### src/rtl/gf2e_batch_inv_pkg.sv
// Shared constants, state encoding and lane helper for the batch GF(2^16) inverter.
package gf2e_batch_inv_pkg;

    localparam int unsigned W       = 16;
    localparam int unsigned LANES   = 9;
    localparam int unsigned M       = W * LANES;
    localparam int unsigned N_STEPS = 29;

    typedef logic [2:0] state_t;

    localparam state_t ST_IDLE = 3'd0;
    localparam state_t ST_LOAD = 3'd1;
    localparam state_t ST_WAIT = 3'd2;
    localparam state_t ST_CAPT = 3'd3;
    localparam state_t ST_DONE = 3'd4;

    // Lane k (0-based) of an MSB-first lane vector.
    function automatic logic [0:W-1] lane_get(input logic [0:M-1] v, input int unsigned k);
        lane_get = v[k*W +: W];
    endfunction

endpackage

### src/rtl/gf2e_batch_inv.sv
// Batch GF(2^16) inverter: a^(2^16-2) per lane via a square/multiply chain
// driven through an external 9-lane multiplier array.
module gf2e_batch_inv
    import gf2e_batch_inv_pkg::*;
(
    input  logic        clk,
    input  logic        rst_b,
    input  logic        start,
    input  logic [0:143] din,
    output logic [0:143] inv_r_dat,
    output logic        inv_done,
    output logic        busy,
    output logic [0:8]  zero_flag,
    output logic [0:15] mul1_o_out,
    output logic [0:15] mul2_o_out,
    output logic [0:15] mul3_o_out,
    output logic [0:15] mul4_o_out,
    output logic [0:15] mul5_o_out,
    output logic [0:15] mul6_o_out,
    output logic [0:15] mul7_o_out,
    output logic [0:15] mul8_o_out,
    output logic [0:15] mul9_o_out,
    output logic [0:15] mul1_t_out,
    output logic [0:15] mul2_t_out,
    output logic [0:15] mul3_t_out,
    output logic [0:15] mul4_t_out,
    output logic [0:15] mul5_t_out,
    output logic [0:15] mul6_t_out,
    output logic [0:15] mul7_t_out,
    output logic [0:15] mul8_t_out,
    output logic [0:15] mul9_t_out,
    input  logic [0:15] mul1_r_dat,
    input  logic [0:15] mul2_r_dat,
    input  logic [0:15] mul3_r_dat,
    input  logic [0:15] mul4_r_dat,
    input  logic [0:15] mul5_r_dat,
    input  logic [0:15] mul6_r_dat,
    input  logic [0:15] mul7_r_dat,
    input  logic [0:15] mul8_r_dat,
    input  logic [0:15] mul9_r_dat
);

    localparam logic [4:0] LAST_STEP = 5'(N_STEPS - 1);

    state_t           state_q, state_d;
    logic [4:0]       step_q, step_d;
    logic [0:M-1]     a_q, a_d;
    logic [0:M-1]     r_q, r_d;
    logic [0:M-1]     res_q, res_d;
    logic [0:M-1]     op_o_q, op_o_d;
    logic [0:M-1]     op_t_q, op_t_d;
    logic [0:LANES-1] zf_q, zf_d;
    logic             done_q, done_d;

    logic [0:M-1]     prod;
    logic [0:M-1]     t_sel;
    logic [0:LANES-1] din_zero;

    assign prod = {mul1_r_dat, mul2_r_dat, mul3_r_dat, mul4_r_dat, mul5_r_dat,
                   mul6_r_dat, mul7_r_dat, mul8_r_dat, mul9_r_dat};

    // Per-lane zero detect on the incoming vector and second-operand select
    // (even step squares r, odd step multiplies r by the latched operand).
    for (genvar k = 0; k < LANES; k++) begin : g_lane
        assign din_zero[k]       = (lane_get(din, k) == '0);
        assign t_sel[k*W +: W]   = step_q[0] ? lane_get(a_q, k) : lane_get(r_q, k);
    end

    // Next-state logic for the step sequencer and datapath registers.
    always_comb begin
        state_d = state_q;
        step_d  = step_q;
        a_d     = a_q;
        r_d     = r_q;
        res_d   = res_q;
        op_o_d  = op_o_q;
        op_t_d  = op_t_q;
        zf_d    = zf_q;
        done_d  = 1'b0;
        case (state_q)
            ST_IDLE: begin
                if (start) begin
                    a_d     = din;
                    r_d     = din;
                    zf_d    = din_zero;
                    step_d  = '0;
                    state_d = ST_LOAD;
                end
            end
            ST_LOAD: begin
                op_o_d  = r_q;
                op_t_d  = t_sel;
                state_d = ST_WAIT;
            end
            ST_WAIT: begin
                state_d = ST_CAPT;
            end
            ST_CAPT: begin
                r_d = prod;
                if (step_q == LAST_STEP) begin
                    res_d   = prod;
                    done_d  = 1'b1;
                    state_d = ST_DONE;
                end else begin
                    step_d  = step_q + 5'd1;
                    state_d = ST_LOAD;
                end
            end
            ST_DONE: begin
                state_d = ST_IDLE;
            end
            default: begin
                state_d = ST_IDLE;
            end
        endcase
    end

    // State and datapath registers, cleared by the asynchronous reset.
    always_ff @(posedge clk or negedge rst_b) begin
        if (!rst_b) begin
            state_q <= ST_IDLE;
            step_q  <= '0;
            a_q     <= '0;
            r_q     <= '0;
            res_q   <= '0;
            op_o_q  <= '0;
            op_t_q  <= '0;
            zf_q    <= '0;
            done_q  <= 1'b0;
        end else begin
            state_q <= state_d;
            step_q  <= step_d;
            a_q     <= a_d;
            r_q     <= r_d;
            res_q   <= res_d;
            op_o_q  <= op_o_d;
            op_t_q  <= op_t_d;
            zf_q    <= zf_d;
            done_q  <= done_d;
        end
    end

    assign inv_r_dat = res_q;
    assign inv_done  = done_q;
    assign busy      = (state_q != ST_IDLE);
    assign zero_flag = zf_q;

    assign mul1_o_out = op_o_q[0:15];
    assign mul2_o_out = op_o_q[16:31];
    assign mul3_o_out = op_o_q[32:47];
    assign mul4_o_out = op_o_q[48:63];
    assign mul5_o_out = op_o_q[64:79];
    assign mul6_o_out = op_o_q[80:95];
    assign mul7_o_out = op_o_q[96:111];
    assign mul8_o_out = op_o_q[112:127];
    assign mul9_o_out = op_o_q[128:143];

    assign mul1_t_out = op_t_q[0:15];
    assign mul2_t_out = op_t_q[16:31];
    assign mul3_t_out = op_t_q[32:47];
    assign mul4_t_out = op_t_q[48:63];
    assign mul5_t_out = op_t_q[64:79];
    assign mul6_t_out = op_t_q[80:95];
    assign mul7_t_out = op_t_q[96:111];
    assign mul8_t_out = op_t_q[112:127];
    assign mul9_t_out = op_t_q[128:143];

endmodule
### config.mk
export PLATFORM = sky130hd
export DESIGN_NAME = gf2e_batch_inv
export DESIGN_NICKNAME = d
export VERILOG_FILES = /design/src/rtl/gf2e_batch_inv_pkg.sv /design/src/rtl/gf2e_batch_inv.sv
export SDC_FILE = /design/constraint.sdc
export NUM_CORES = 1
export LEC_CHECK = 0
export CORE_MARGIN = 5
export CORE_UTILIZATION = 30
export DETAILED_ROUTE_END_ITERATION = 10
export GPL_ROUTABILITY_DRIVEN = 0
export HOLD_SLACK_MARGIN = 0.08
export PLACE_DENSITY = 0.6
export SLEW_MARGIN = 20
export SYNTH_ARGS = -nofsm -noshare
export SYNTH_HDL_FRONTEND = slang
export SYNTH_SLANG_ARGS = --single-unit
### constraint.sdc
create_clock -name clk -period 2.5 [get_ports clk]
set_clock_uncertainty 0.15 [all_clocks]
set_input_delay 0.375 -clock clk [delete_from_list [all_inputs] [get_ports clk]]
set_output_delay 0.375 -clock clk [all_outputs]
set_load 0.01 [all_outputs]
==> impl_metrics.env, run 1 <==
export IMPL_run_status="finished clean"
export IMPL_power_density_nw_per_um2=1327
export IMPL_syn_area_sq_um=29620
export IMPL_synth_cells=2467
export IMPL_synth_distinct_cells=39
export IMPL_setup_viol=0
export IMPL_hold_viol_final=0
export IMPL_final_nets=3528
export IMPL_wirelength_microns=99650
export IMPL_grt_pass1_vias=23000
export IMPL_htreeDepth=3
export IMPL_hold_class="in -> reg"
export IMPL_drive_gt1_frac=0.1696
export IMPL_cts_tree="done"
export IMPL_grt_usage=0.1844
export IMPL_cts_path_max_buffers=3
export IMPL_post_route_min_period_ns=2.399
export IMPL_drc_errors=0
export IMPL_grt_pass1_wl_microns=148100
export IMPL_r2r_start="step_q[0]$_DFFE_PN0P_"
export IMPL_r2r_end="inv_r_dat[94]$_DFFE_PN0P_"
export IMPL_die_h_microns=324.2
export IMPL_synthToLayoutAreaGrowth_pct=41.11
export IMPL_grt_ovfl_total=0
export IMPL_antenna_found_initial=1
export IMPL_hold_path_end="a_q[121]$_DFFE_PN0P_"
export IMPL_p_total_mw=55.47
export IMPL_fp_row_count=115
export IMPL_dpl_cell_count=4435
export IMPL_syn_nets=2760
export IMPL_fmax_mhz=416.8
export IMPL_tightest_slew_ns=0.8661
export IMPL_worstPathMaxFanout=8
export IMPL_layout_commonest_cell="dfrtp_1"
export IMPL_post_route_util=0.4259
export IMPL_drtIter0Drc=1358
export IMPL_core_sq_um=98130
export IMPL_ys_warn_count=0
export IMPL_fin_crit_sh=0.9596
export IMPL_synth_seq_area_share=0.6235
export IMPL_p_leak_nw=19.16
export IMPL_register_area_sq_um=18470
export IMPL_hold_start="din[121]"
export IMPL_post_drt_wl_per_cell_microns=21.74
export IMPL_dpl_cell_area_sq_um=38970
export IMPL_hpwlAfterDp_microns=72700
export IMPL_grt_max_degree=94
export IMPL_die_area_sq_um=105100
export IMPL_start_kind="flop"
export IMPL_first_pass_iters=5
export IMPL_root_buffer="clkbuf_16"
export IMPL_clk_latency_ns=0.65
export IMPL_end_kind="output pin"
export IMPL_final_cell_mix="dfrtp_1, clkdlybuf4s50_1, nand2_1"
export IMPL_finalWorstSetupSlack_ns=0.1009
export IMPL_crit_type="reg -> out"
export IMPL_multi_input_area_sq_um=10270
export IMPL_pin_count=734
export IMPL_max_slew_margin_rel=0.4226
export IMPL_hold_slack_ns=0.1571
export IMPL_cts_setup_buffers=0
export IMPL_cts_buffers=83
export IMPL_min_path_cells=3
export IMPL_dpl_worst_slack_ns=0.1895
export IMPL_syn_area_per_cell_sq_um=12.01
export IMPL_portBuffers=733
export IMPL_slew_viol_final=0
export IMPL_tns_ns=0
export IMPL_cap_violations=0
export IMPL_start_util=0.3018
export IMPL_rsz0062_at_grt="false"
export IMPL_vias=21940
export IMPL_worst_ep_required_time_ns=1.98
export IMPL_reg2reg_depth=7
export IMPL_clkSinkCount=738
export IMPL_design_area_sq_um=41790
export IMPL_clkTransAtPathRegs_ns=0.06
export IMPL_vdd_drop_max_uv=903.0
export IMPL_vias_per_cell=4.786
export IMPL_drtAntennaViolNets=0
export IMPL_ff2ff_setup_slack_ns=0.25
export IMPL_critPathArrivalTime_ns=1.87
export IMPL_die_width_microns=324.2
export IMPL_ys_ff_latch=738
export IMPL_n_fill_cell=9327
export IMPL_finalNonFillerCells=4584
[repair_timing]
item	4_1_cts	5_1_grt
resized for setup	3	0
hold endpoints to repair	704	0
endpoints found under the setup margin	1	7
hold buffers	3	0
[critical path, stage by stage, from the launching register on]
cell and delay [ns]:
dfrtp_2 0.46, or3_1 0.46, dlygate4sd2_1 0.33
[registers in the layout, summed over array words and instances, names as in the netlist]
| register | flops |
|---|---|
| op_o_q | 144 |
| inv_r_dat | 144 |
| inv_done | 1 |
| step_q | 5 |
| zero_flag | 9 |
| r_q | 144 |
| op_t_q | 144 |
| state_q | 3 |
| a_q | 144 |
[synthesized netlist by cell type, drive strengths merged]
| cell | number | area share |
|---|---|---|
| o21ai | 9 | 0.0022 |
| nand3b | 1 | 0.00025 |
| mux2 | 289 | 0.11 |
| clkbuf | 35 | 0.0045 |
| nor3b | 1 | 0.00025 |
| nand4 | 10 | 0.0021 |
| nand2 | 437 | 0.055 |
| nand3 | 215 | 0.041 |
| ha | 2 | 0.00084 |
| and3b | 1 | 0.00030 |
| nor4 | 37 | 0.0078 |
| mux2i | 145 | 0.049 |
| a311oi | 1 | 0.00030 |
| or3 | 1 | 0.00021 |
| and2 | 38 | 0.0080 |
| and3 | 1 | 0.00021 |
| o21a | 1 | 0.00025 |
| inv | 3 | 0.00038 |
| a21oi | 146 | 0.025 |
| a22o | 1 | 0.00030 |
| nor2 | 150 | 0.019 |
| a21o | 37 | 0.0094 |
| a221o | 37 | 0.013 |
| a2bb2oi | 1 | 0.00030 |
| nor3 | 2 | 0.00034 |
| buf | 124 | 0.026 |
| and4 | 1 | 0.00030 |
| dfrtp | 738 | 0.62 |
| nor4b | 1 | 0.00080 |
| xnor2 | 1 | 0.00030 |
| or4b | 1 | 0.00034 |
[report_power, final]
group	leakage (nW)	switching (mW)	internal, mW	total [mW]
logic	8.58	11.4	11.4	22.8
clock network	1.38	5.05	7.44	12.5
registers	9.21	3.06	17.1	20.2
[routing by layer]
| layer | global-route usage | routed length, microns | vias to the layer above |
|---|---|---|---|
| met5 | 0 | 13 | - |
| met4 | 0.06274 | 3250 | 2 |
| met3 | 0.04965 | 6811 | 148 |
| met2 | 0.3079 | 48110 | 628 |
| met1 | 0.2332 | 41460 | 11090 |
| li1 | - | - | 10070 |
[cells by family (layout without fill, tap and decap cells)]
group,count (synthesis),count (layout),share of synthesized area
AOI/OAI and AO/OA,233,233,0.04985
xor gates and xnor gates,1,1,0.0002958
adders and majority gates,2,2,0.0008448
buffers and inverters,162,991,0.03050
DFF,738,738,0.6235
muxes,434,434,0.1589
other,0,1,0
and+or+nand+nor,897,897,0.1361
[cell type report]
cell class,count,area share
sequential,738,0.4420
multi-input combinational,1567,0.2457
antenna,1,0.00005988
clock buffer,125,0.06098
clock inverter,21,0.005988
tap,1287,0.03853
timing repair buffer,842,0.2064
inverter,3,0.0002694
[worst max-delay path by stage]
| stage | start | end | slack [ns] | depth (start not counted) |
|---|---|---|---|---|
| CTS | state_q[0]$_DFFE_PN0P_ | busy | 0.002 | 2 |
| finish | state_q[0]$_DFFE_PN0P_ | busy | 0.10 | 2 |
| floorplan | step_q[0]$_DFFE_PN0P_ | inv_r_dat[10]$_DFFE_PN0P_ | 0.29 | 8 |
| detailed placement | start | r_q[88]$_DFFE_PN0P_ | 0.19 | 6 |
| global route | state_q[0]$_DFFE_PN0P_ | busy | 0.002 | 2 |
| global placement | start | r_q[86]$_DFFE_PN0P_ | 0.22 | 6 |
Note: power is estimated with default switching activity, not from simulation.
==> run 2, diff against run 1 <==
CORE_AREA = 5 5 280 282   (was unset)
CORE_MARGIN = unset   (was 5)
CORE_UTILIZATION = unset   (was 30)
DIE_AREA = 0 0 285 287   (was unset)
PLACE_DENSITY = 0.66   (was 0.6)
==> run 2 against run 1 <==
Against the previous run: via count grew 1.3%; hold slack improved by 0.0050 ns; die area decreased by 22%; register-to-register slack got worse by 0.04 ns; setup slack improved by 0.056 ns; final cell count is 7.2% lower; non-clock buffer count shrank 29; first-iteration DRC count rose by 5.5%; critical endpoint unchanged.
==> impl_metrics.env, run 2 (synthesized netlist as in run 1, its figures left out) <==
export IMPL_antenna_found_initial=6
export IMPL_final_nets=3497
export IMPL_final_cell_mix="dfrtp_1, clkdlybuf4s50_1, nand2_1"
export IMPL_drtIter0Drc=1433
export IMPL_die_h_microns=287
export IMPL_post_drt_wl_per_cell_microns=22.43
export IMPL_rsz0062_at_grt="false"
export IMPL_finalWorstSetupSlack_ns=0.1569
export IMPL_layout_commonest_cell="dfrtp_1"
export IMPL_p_total_mw=55.18
export IMPL_cp_top_family="flip-flops"
export IMPL_tns_ns=0
export IMPL_start_util=0.3926
export IMPL_tightest_slew_ns=1.112
export IMPL_max_slew_margin_rel=0.2589
export IMPL_vias=22230
export IMPL_clk_latency_ns=0.61
export IMPL_p_leak_nw=19.00
export IMPL_fmax_mhz=426.8
export IMPL_grt_pass1_vias=23590
export IMPL_grt_ovfl_total=0
export IMPL_setup_viol=0
export IMPL_post_route_min_period_ns=2.343
export IMPL_clkSinkCount=738
export IMPL_hpwlAfterDp_microns=69610
export IMPL_n_fill_cell=6389
export IMPL_die_width_microns=285
export IMPL_cts_tree="done"
export IMPL_hold_viol_final=0
export IMPL_htreeDepth=3
export IMPL_die_area_sq_um=81800
export IMPL_worstPathMaxFanout=9
export IMPL_start_kind="flop"
export IMPL_crit_chain="or3_4 > dlygate4sd2_1"
export IMPL_grt_usage=0.2265
export IMPL_worst_ep_required_time_ns=1.98
export IMPL_grt_max_degree=140
export IMPL_cts_path_max_buffers=3
export IMPL_clkTransAtPathRegs_ns=0.06
export IMPL_hold_class="in -> async"
export IMPL_dpl_worst_slack_ns=0.1474
export IMPL_critPathArrivalTime_ns=1.82
export IMPL_fin_crit_sh=0.9372
export IMPL_run_status="finished clean"
export IMPL_cap_violations=0
export IMPL_grt_pass1_wl_microns=145000
export IMPL_crit_type="reg -> out"
export IMPL_pin_count=734
export IMPL_first_pass_iters=5
export IMPL_cp_slowest_cell="dfrtp_2"
export IMPL_cts_setup_buffers=0
export IMPL_portBuffers=733
export IMPL_vias_per_cell=5.226
export IMPL_power_density_nw_per_um2=1341
export IMPL_drive_gt1_frac=0.1624
export IMPL_cts_buffers=81
export IMPL_drc_errors=0
export IMPL_core_sq_um=75440
export IMPL_vdd_drop_max_uv=840.5
export IMPL_fp_row_count=101
export IMPL_slew_viol_final=0
export IMPL_cp_num_buf_inv=1
export IMPL_root_buffer="clkbuf_16"
export IMPL_wirelength_microns=95430
export IMPL_end_kind="output pin"
export IMPL_cpPeakStageDelay_ns=0.48
export IMPL_drtAntennaViolNets=0
export IMPL_synthToLayoutAreaGrowth_pct=38.96
[run 2: layer usage]
metal,track usage,vias up,wire length [microns]
met5,0,-,0
met4,0.09096,0,3855
met3,0.05472,164,6441
met2,0.3856,768,47340
met1,0.2794,11280,37800
li1,-,10020,-
[run 2: report_power, final]
| group | internal (mW) | switching, mW | leakage (nW) | total (mW) |
|---|---|---|---|---|
| clock | 7.56 | 4.87 | 1.39 | 12.4 |
| combinational | 11.2 | 11.2 | 8.40 | 22.4 |
| sequential | 17.1 | 3.21 | 9.21 | 20.3 |
| total | 35.9 | 19.3 | 19.0 | 55.2 |
[run 2: final timing paths]
check	startpoint	end	slack [ns]	cells after the start
max	state_q[1]$_DFFE_PN0P_	busy	0.16	2
min	rst_b	r_q[47]$_DFFE_PN0P_	0.16	2
max reg2reg	step_q[0]$_DFFE_PN0P_	inv_r_dat[60]$_DFFE_PN0P_	0.21	7
min reg2reg	a_q[45]$_DFFE_PN0P_	a_q[45]$_DFFE_PN0P_	0.32	2
max in group asynchronous	rst_b	op_t_q[105]$_DFFE_PN0P_	1.09	4
min in group clk	mul4_r_dat[2]	r_q[50]$_DFFE_PN0P_	0.21	3
[run 2: area by class of cell]
| cell class | count | area (sq um) | share of cell area |
|---|---|---|---|
| Antenna cell | 6 | 15.01 | 0.0003648 |
| Clock buffer | 117 | 2376 | 0.05773 |
| Clock inverter | 32 | 439.2 | 0.01067 |
| Inverter | 3 | 11.26 | 0.0002736 |
| Multi-Input combinational cell | 1567 | 10270 | 0.2496 |
| Sequential cell | 738 | 18470 | 0.4489 |
| Tap cell | 978 | 1224 | 0.02973 |
| Timing Repair Buffer | 813 | 8344 | 0.2027 |
[run 2: through the flow]
step | cell area, sq um | instances | util | hold slack, ns
global route | 41150 | 4253 | 0.5455 | 0.1555
finish | 41160 | 4254 | 0.5455 | 0.1621
CTS | 41140 | 4248 | 0.5453 | 0.1133
floorplan | 29620 | 2467 | - | -0.07059
detailed placement | 38310 | 4098 | 0.5078 | 0.1709
global placement | 38310 | 4098 | 0.5078 | 0.1631
[run 2: timing repair]
item	CTS	global route
hold buffers	1	0
resized for setup	4	0
endpoints found under the setup margin	1	0
endpoints found under the hold margin	390	0
==> run 3, diff against run 2 <==
CORE_AREA = 5 5 281 283   (was 5 5 280 282)
DIE_AREA = 0 0 286 288   (was 0 0 285 287)
GPL_ROUTABILITY_DRIVEN = 1   (was 0)
clock period = 3 ns   (was 2.5 ns; I/O delays follow)
==> run 3 against run 2 <==
Against the previous run: power shrank 17%; core utilization fell by 0.92 points; register-to-register slack improved by 0.28 ns; final area shrank 0.39%; hold slack better by 0.029 ns; clock power shrank 19%; largest cell class unchanged; highest routed layer unchanged.
==> impl_metrics.env, run 3 (synthesized netlist as in run 1, its figures left out) <==
export IMPL_tightest_slew_ns=0.8803
export IMPL_setup_viol=0
export IMPL_p_total_mw=45.60
export IMPL_dpl_worst_slack_ns=0.3972
export IMPL_grt_pass1_wl_microns=144500
export IMPL_p_int_mw=29.43
export IMPL_dpl_cell_area_sq_um=38240
export IMPL_first_pass_iters=5
export IMPL_max_slew_margin_rel=0.4077
export IMPL_end_kind="output pin"
export IMPL_hpwlAfterDp_microns=69280
export IMPL_cap_violations=0
export IMPL_fin_crit_sh=0.8981
export IMPL_synthToLayoutAreaGrowth_pct=38.42
export IMPL_hold_class="in -> async"
export IMPL_hold_slack_ns=0.1915
export IMPL_clkSinkCount=738
export IMPL_cp_slowest_cell="clkdlybuf4s50_1"
export IMPL_cts_resized=0
export IMPL_power_frac_clock=0.221
export IMPL_post_drt_wl_per_cell_microns=22.48
export IMPL_p_switching_mw=16.17
export IMPL_place_gp_congestion=0.8888
export IMPL_vdd_drop_max_uv=581.6
export IMPL_drtIter0Drc=1391
export IMPL_vias_per_cell=5.254
export IMPL_clkTransAtPathRegs_ns=0.06
export IMPL_p_sw_frac=0.3546
export IMPL_antenna_found_initial=6
export IMPL_cp_num_buf_inv=1
export IMPL_p_comb_frac=0.408
export IMPL_die_width_microns=286
export IMPL_root_buffer="clkbuf_16"
export IMPL_crit_type="reg -> out"
export IMPL_vias=22380
export IMPL_clk_latency_ns=0.61
export IMPL_hold_buffers=1
export IMPL_tns_ns=0
export IMPL_wirelength_microns=95720
export IMPL_drc_errors=0
export IMPL_p_leak_nw=18.90
export IMPL_fp_row_count=102
export IMPL_rsz0062_at_grt="false"
export IMPL_final_nets=3491
export IMPL_die_area_sq_um=82370
export IMPL_design_area_sq_um=41000
export IMPL_layout_commonest_cell="dfrtp_1"
export IMPL_cts_setup_buffers=0
export IMPL_post_route_min_period_ns=2.694
export IMPL_start_util=0.3874
export IMPL_cts_path_max_buffers=3
export IMPL_n_fill_cell=6504
export IMPL_drive_gt1_frac=0.1596
export IMPL_core_sq_um=76450
export IMPL_pin_count=734
export IMPL_die_h_microns=288
export IMPL_drtAntennaViolNets=0
export IMPL_p_seq_frac=0.371
export IMPL_run_status="finished clean"
export IMPL_grt_max_degree=112
export IMPL_portBuffers=733
export IMPL_cts_buffers=81
export IMPL_crit_chain="or3_1 > clkdlybuf4s50_1"
export IMPL_worstPathMaxFanout=9
export IMPL_critPathArrivalTime_ns=2.09
export IMPL_power_density_nw_per_um2=1112
export IMPL_grt_usage=0.2239
export IMPL_htreeDepth=3
export IMPL_cts_tree="done"
export IMPL_cpPeakStageDelay_ns=0.57
export IMPL_grt_ovfl_total=0
export IMPL_worst_ep_required_time_ns=2.40
export IMPL_final_cell_mix="dfrtp_1, clkdlybuf4s50_1, nand2_1"
export IMPL_slew_viol_final=0
export IMPL_finalWorstSetupSlack_ns=0.3057
export IMPL_hold_viol_final=0
export IMPL_fmax_mhz=371.2
export IMPL_cp_top_family="buffers and inverters"
export IMPL_start_kind="flop"
export IMPL_grt_pass1_vias=23420
==> run 3: changes by cell type in the layout (fill, tap and decap cells not counted), moves of 3 or more <==
cell	previous run	this run
buf_12	32	29
buf_4	47	44
bufinv_16	9	4
clkbuf_8	15	19
clkinv_2	17	13
clkinvlp_4	2	5
==> run 3: metal layers <==
| layer | vias up | global-route usage | share of wire |
|---|---|---|---|
| met3 | 170 | 0.05408 | 0.071 |
| li1 | 10020 | - | - |
| met5 | - | 0 | 0 |
| met2 | 836 | 0.3817 | 0.50 |
| met4 | 0 | 0.07829 | 0.034 |
| met1 | 11360 | 0.2803 | 0.39 |
==> run 3: worst paths after layout <==
check | from | to | slack (ns) | cells after the start
max in group asynchronous | rst_b | inv_r_dat[71]$_DFFE_PN0P_ | 1.38 | 4
min in group clk | din[53] | a_q[53]$_DFFE_PN0P_ | 0.27 | 3
hold reg to reg | a_q[134]$_DFFE_PN0P_ | a_q[134]$_DFFE_PN0P_ | 0.32 | 2
setup / recovery | state_q[1]$_DFFE_PN0P_ | busy | 0.31 | 2
setup reg to reg | step_q[0]$_DFFE_PN0P_ | inv_r_dat[130]$_DFFE_PN0P_ | 0.49 | 6
hold / removal | rst_b | op_t_q[29]$_DFFE_PN0P_ | 0.19 | 2
==> run 3: cell type report <==
class / instances / area (sq um) / share of cell area
tap: 988 / 1236 / 0.03015
multi-input combinational: 1567 / 10270 / 0.2505
sequential: 738 / 18470 / 0.4506
antenna: 7 / 17.52 / 0.0004273
clock buffer: 121 / 2410 / 0.05878
timing repair buffer: 807 / 8263 / 0.2016
inverter: 3 / 11.26 / 0.0002747
clock inverter: 28 / 319.1 / 0.007782
==> run 3: per-stage QoR <==
step / instances / util
after floorplan: 2467 / -
after global placement: 4102 / 0.5002
after detailed placement: 4102 / 0.5002
after CTS: 4252 / 0.5361
after global routing: 4257 / 0.5362
final: 4259 / 0.5363
==> run 3: power groups by stage <==
stage	Combinational (mW)	Clock (mW)	Sequential [mW]
2_1_floorplan	9.17	0	17.4
3_3_place_gp	18.2	0	16.8
3_5_place_dp	18.7	0	17.0
4_1_cts	18.8	10.3	16.9
5_1_grt	20.1	10.7	17.4
6_report	18.6	10.1	16.9
==> variant 1, RTL diff (settings of run 2) <==
Take the reset off `a_q`, `r_q`, `res_q` and `zf_q` and load them in a clocked block of their own.
--- a/src/rtl/gf2e_batch_inv.sv
+++ b/src/rtl/gf2e_batch_inv.sv
@@ -122,8 +122,4 @@
             step_q  <= '0;
-            a_q     <= '0;
-            r_q     <= '0;
-            res_q   <= '0;
             op_o_q  <= '0;
             op_t_q  <= '0;
-            zf_q    <= '0;
             done_q  <= 1'b0;
@@ -132,10 +128,13 @@
             step_q  <= step_d;
-            a_q     <= a_d;
-            r_q     <= r_d;
-            res_q   <= res_d;
             op_o_q  <= op_o_d;
             op_t_q  <= op_t_d;
-            zf_q    <= zf_d;
             done_q  <= done_d;
         end
+    end
+
+    always_ff @(posedge clk) begin
+        a_q   <= a_d;
+        r_q   <= r_d;
+        res_q <= res_d;
+        zf_q  <= zf_d;
     end
Behaviour: not the same (a bounded check fails within 4 cycles, from zero or initial values and one cycle with rst_b low).
==> variant 1 against run 2 <==
Count of clock-buffer cells in the layout is 5 lower. Clock power is 3% lower. Final area is 3.2% lower. Via count is 17% lower. Utilization is 1.7 points lower. Synthesized area is 5.0% lower. Sequential cell count stayed put. Power is 5.1% lower. Setup slack better by 0.0051 ns. Wire length is 11% lower.
==> variant 1: results (changes against run 2) <==
<table>
<tr><th>Metric</th><th>Value</th></tr>
<tr><th colspan="2">Worst setup path</th></tr>
<tr><td>Peak per-stage delay on the critical path</td><td>0.42 ns (was 0.48 ns)</td></tr>
<tr><td>Standard cell with the maximum stage delay on the critical path</td><td>sky130_fd_sc_hd__dfrtp_1 (was sky130_fd_sc_hd__dfrtp_2)</td></tr>
<tr><th colspan="2">Yosys</th></tr>
<tr><td>Synth cell count leaders</td><td>sky130_fd_sc_hd__edfxtp_1, sky130_fd_sc_hd__nand2_1, sky130_fd_sc_hd__dfrtp_1 (was sky130_fd_sc_hd__dfrtp_1, sky130_fd_sc_hd__nand2_1, sky130_fd_sc_hd__mux2_2)</td></tr>
<tr><td>Unique masters post-synth</td><td>32 (was 39)</td></tr>
<tr><td>Number of flops mapped to enable cells by yosys</td><td>441 (was 0)</td></tr>
<tr><td>Net count after synthesis</td><td>2225 (was 2760)</td></tr>
<tr><td>Part of the Yosys area used for sequential elements</td><td>0.7348 (was 0.6235)</td></tr>
<tr><th colspan="2">Global route</th></tr>
<tr><td>Met1 capacity usage during global routing</td><td>0.2367 (was 0.2794)</td></tr>
<tr><td>Global-route track usage on met3</td><td>0.05694 (was 0.05472)</td></tr>
<tr><td>Met2 routing resource usage after global routing</td><td>0.3500 (was 0.3856)</td></tr>
<tr><th colspan="2">Final layout</th></tr>
<tr><td>Fraction of layout cells with a size suffix above 1</td><td>0.1304 (was 0.1624)</td></tr>
<tr><td>Final nets</td><td>3024 (was 3497)</td></tr>
<tr><td>Fillcell total</td><td>6196 (was 6389)</td></tr>
<tr><th colspan="2">Route</th></tr>
<tr><td>Final WL</td><td>85.18 mm (was 95.43 mm)</td></tr>
<tr><td>Post-DR vias/cell</td><td>4.894 (was 5.226)</td></tr>
<tr><td>Drt pass-1 iters</td><td>7 (was 5)</td></tr>
<tr><td>Detailed Route Iter0 Violations</td><td>1321 (was 1433)</td></tr>
<tr><td>DR WL/cell</td><td>22.50 µm (was 22.43 µm)</td></tr>
<tr><th colspan="2">Clock network</th></tr>
<tr><td>Clock buffer count from CTS</td><td>80 (was 81)</td></tr>
<tr><th colspan="2">Power</th></tr>
<tr><td>Worst VDD drop</td><td>0.8634 mV (was 0.8405 mV)</td></tr>
<tr><td>Standby leakage power</td><td>15.87 nW (was 19.00 nW)</td></tr>
<tr><th colspan="2">Run status</th></tr>
<tr><td>Run status</td><td>finished, final reports clean (unchanged)</td></tr>
<tr><th colspan="2">Place</th></tr>
<tr><td>Post-placement cell area</td><td>0.03710 mm² (was 0.03831 mm²)</td></tr>
<tr><td>HPWL Detailed</td><td>62.83 mm (was 69.61 mm)</td></tr>
<tr><th colspan="2">STA</th></tr>
<tr><td>Slew at the pin closest to its max-slew limit</td><td>0.8003 ns (was 1.112 ns)</td></tr>
</table>
-- variant 1: timing repair --
action	CTS	global route
hold buffers	1	0
endpoints found under the hold margin	246	0
endpoints found under the setup margin	1	1
gates resized for setup	3	1
-- variant 1: cells by family after synthesis --
kind of cell,Yosys count,synth area share
buf+inv,104,0.02392
flops,738,0.7348
xor+xnor,1,0.0003113
compound gates,158,0.02877
fa+ha+maj,2,0.0008892
simple gates,641,0.09182
mux,288,0.1195
-- variant 1: stage by stage --
| step | worst slack (ns) | utilization | power, W | hold slack [ns] |
|---|---|---|---|---|
| 2_1_floorplan | -1.466 | - | 0.03090 | -0.07059 |
| 3_3_place_gp | 0.07164 | 0.4917 | 0.04025 | 0.2301 |
| 3_5_place_dp | 0.07502 | 0.4917 | 0.04081 | 0.2381 |
| 4_1_cts | 0.008282 | 0.5280 | 0.05302 | 0.1422 |
| 5_1_grt | 0.07810 | 0.5280 | 0.05514 | 0.1667 |
| 6_report | 0.1620 | 0.5281 | 0.05238 | 0.1706 |
-- variant 1: cell type report --
type                    count  share of cell area
clock inverters            38             0.01011
well taps                 978             0.03071
diodes                      8           0.0005024
clock buffers             112             0.05819
repair buffers            817              0.2095
inverters                   4           0.0004396
flip-flops and latches    738              0.5190
multi-input cells        1090              0.1716
-- variant 1: routing by layer --
| layer | up-vias | share of wire |
|---|---|---|
| met5 | - | 0.00032 |
| met4 | 4 | 0.035 |
| met3 | 163 | 0.078 |
| met2 | 697 | 0.51 |
| met1 | 9183 | 0.38 |
| li1 | 8476 | - |
-- variant 1: power by group through the flow --
stage,combinational [W],clock (W),sequential (W)
after floorplan,0.00985,0,0.0210
after global placement,0.0199,0,0.0204
after detailed placement,0.0203,0,0.0205
after CTS,0.0204,0.0123,0.0203
after global routing,0.0216,0.0128,0.0208
final,0.0201,0.0120,0.0203
-- variant 1: final timing paths --
path	cells after the start	slack (ns)	to	from
max	3	0.16	busy	state_q[1]
min	2	0.17	op_t_q[67]	rst_b
max reg2reg	4	0.28	a_q[80]	state_q[1]
min reg2reg	1	0.35	op_o_q[83]	r_q[83]
max in group asynchronous	3	1.19	op_t_q[71]	rst_b
min in group clk	1	0.20	inv_r_dat[63]	mul4_r_dat[15]
==> variant 2, RTL diff (settings of run 2) <==
Without the edit above. Put a register stage on the output `mul6_t_out`, with the module's reset. The value now appears one clock later. The other outputs are not delayed to match.
--- a/src/rtl/gf2e_batch_inv.sv
+++ b/src/rtl/gf2e_batch_inv.sv
@@ -162,3 +162,9 @@
     assign mul5_t_out = op_t_q[64:79];
-    assign mul6_t_out = op_t_q[80:95];
+    always_ff @(posedge clk or negedge rst_b) begin
+        if (!rst_b) begin
+            mul6_t_out <= '0;
+        end else begin
+            mul6_t_out <= op_t_q[80:95];
+        end
+    end
     assign mul7_t_out = op_t_q[96:111];
Behaviour: not the same (a bounded check fails within 4 cycles, from zero or initial values and one cycle with rst_b low).
==> variant 2 against run 2 <==
Power rose by 1.1%. Via count increased by 1.3%. Final area rose by 0.45%. Setup slack worse by 0.037 ns. Wire length grew 3.1%. First-iteration DRC count grew 1.5%. Largest power group unchanged. Sequential power increased by 2%. Sequential cell count is 16 higher. Largest cell class unchanged. Synthesized area up 4.4%.
==> variant 2: results (changes against run 2) <==
<table>
<tr><th>Metric</th><th>Value</th></tr>
<tr><th colspan="2">Run status</th></tr>
<tr><td>Run status</td><td>finished, final reports clean (unchanged)</td></tr>
<tr><th colspan="2">Final layout</th></tr>
<tr><td>Number of non-clock inverters in the layout</td><td>4 (was 3)</td></tr>
<tr><td>Number of signal-net buffers in the layout</td><td>798 (was 813)</td></tr>
<tr><td>Ant. Diodes</td><td>0 (was 6)</td></tr>
<tr><td>Sequential cell area</td><td>0.01887 mm² (was 0.01847 mm²)</td></tr>
<tr><td>Fraction of area in multi-input gates</td><td>0.2454 (was 0.2496)</td></tr>
<tr><td>Number of multi-input combinational cells in the layout</td><td>1614 (was 1567)</td></tr>
<tr><td>Fillcell total</td><td>6318 (was 6389)</td></tr>
<tr><th colspan="2">STA</th></tr>
<tr><td>Normalized max-slew margin</td><td>0.3417 (was 0.2589)</td></tr>
<tr><th colspan="2">Yosys</th></tr>
<tr><td>Part of the Yosys area used for sequential elements</td><td>0.6103 (was 0.6235)</td></tr>
<tr><td>Net count after synthesis</td><td>2957 (was 2760)</td></tr>
<tr><td>Synthesized instance count</td><td>2664 (was 2467)</td></tr>
<tr><td>Unique masters post-synth</td><td>37 (was 39)</td></tr>
<tr><td>Synth cell count leaders</td><td>sky130_fd_sc_hd__dfrtp_1, sky130_fd_sc_hd__nand2_1, sky130_fd_sc_hd__mux2_2 (unchanged)</td></tr>
<tr><th colspan="2">Power</th></tr>
<tr><td>Worst VDD drop</td><td>0.7855 mV (was 0.8405 mV)</td></tr>
<tr><td>Standby leakage power</td><td>18.81 nW (was 19.00 nW)</td></tr>
<tr><th colspan="2">Global route</th></tr>
<tr><td>Initial antenna violation count</td><td>0 (was 6)</td></tr>
<tr><td>Number of global-route vias before repair</td><td>23792 (was 23585)</td></tr>
<tr><td>Largest net degree at the start of global routing</td><td>108 (was 140)</td></tr>
<tr><th colspan="2">Place</th></tr>
<tr><td>Instance count after placement with tap cells included</td><td>4147 (was 4098)</td></tr>
<tr><td>Post-placement cell area</td><td>0.03855 mm² (was 0.03831 mm²)</td></tr>
<tr><td>HPWL Detailed</td><td>71.58 mm (was 69.61 mm)</td></tr>
<tr><th colspan="2">Route</th></tr>
<tr><td>Drt pass-1 iters</td><td>7 (was 5)</td></tr>
<tr><td>Post-DR vias/cell</td><td>5.251 (was 5.226)</td></tr>
<tr><th colspan="2">Worst setup path</th></tr>
<tr><td>Arrival time at the worst endpoint</td><td>1.86 ns (was 1.82 ns)</td></tr>
</table>
## variant 2: cell types whose count changed after synthesis, sizes merged, moves of 14 or more
cell	before	now
buf	124	242
nand2	437	498
nand3	215	248
and2	38	22
a221o	37	23
dfrtp	738	754
a21o	37	22
clkbuf	35	50
## variant 2: path summary, 6_finish.rpt
check | slack, ns | start | endpoint
setup reg to reg | 0.31 | step_q[0] | inv_r_dat[133]
max in group asynchronous | 1.12 | rst_b | op_o_q[34]
hold / removal | 0.14 | rst_b | a_q[5]
setup / recovery | 0.12 | state_q[1] | busy
min in group clk | 0.20 | din[91] | a_q[91]
hold reg to reg | 0.22 | op_t_q[82] | mul6_t_out[2]
## variant 2: routing by layer
layer | global-route usage | share of wire
met2 | 0.4119 | 0.51
met4 | 0.07611 | 0.033
met5 | 0 | 0
met3 | 0.05131 | 0.063
met1 | 0.2905 | 0.39
## variant 2: kinds of logic (layout without fill, tap and decap cells)
logic type	after synthesis	after routing	share of synthesized area
xor+xnor	1	1	0.0002833
mux	432	432	0.1515
compound gates	206	206	0.03950
fa+ha+maj	2	2	0.0008093
buf+inv	296	944	0.06257
simple gates	973	973	0.1350
flops	754	754	0.6103
## variant 2: power by group
part | internal, W | switching, W
sequential | 0.0175 | 0.00320
combinational | 0.0112 | 0.0114
clock | 0.00749 | 0.00497
## variant 2: critical path, stage by stage (launching register included)
cell and delay, ns:
sky130_fd_sc_hd__dfrtp_1 0.51, sky130_fd_sc_hd__or3_1 0.40, sky130_fd_sc_hd__dlygate4sd2_1 0.35
## variant 2: repair_timing
action / CTS / global route
hold endpoints to repair: 711 / 0
setup endpoints to repair: 1 / 0
hold buffers: 1 / 0
resized for setup: 1 / 0
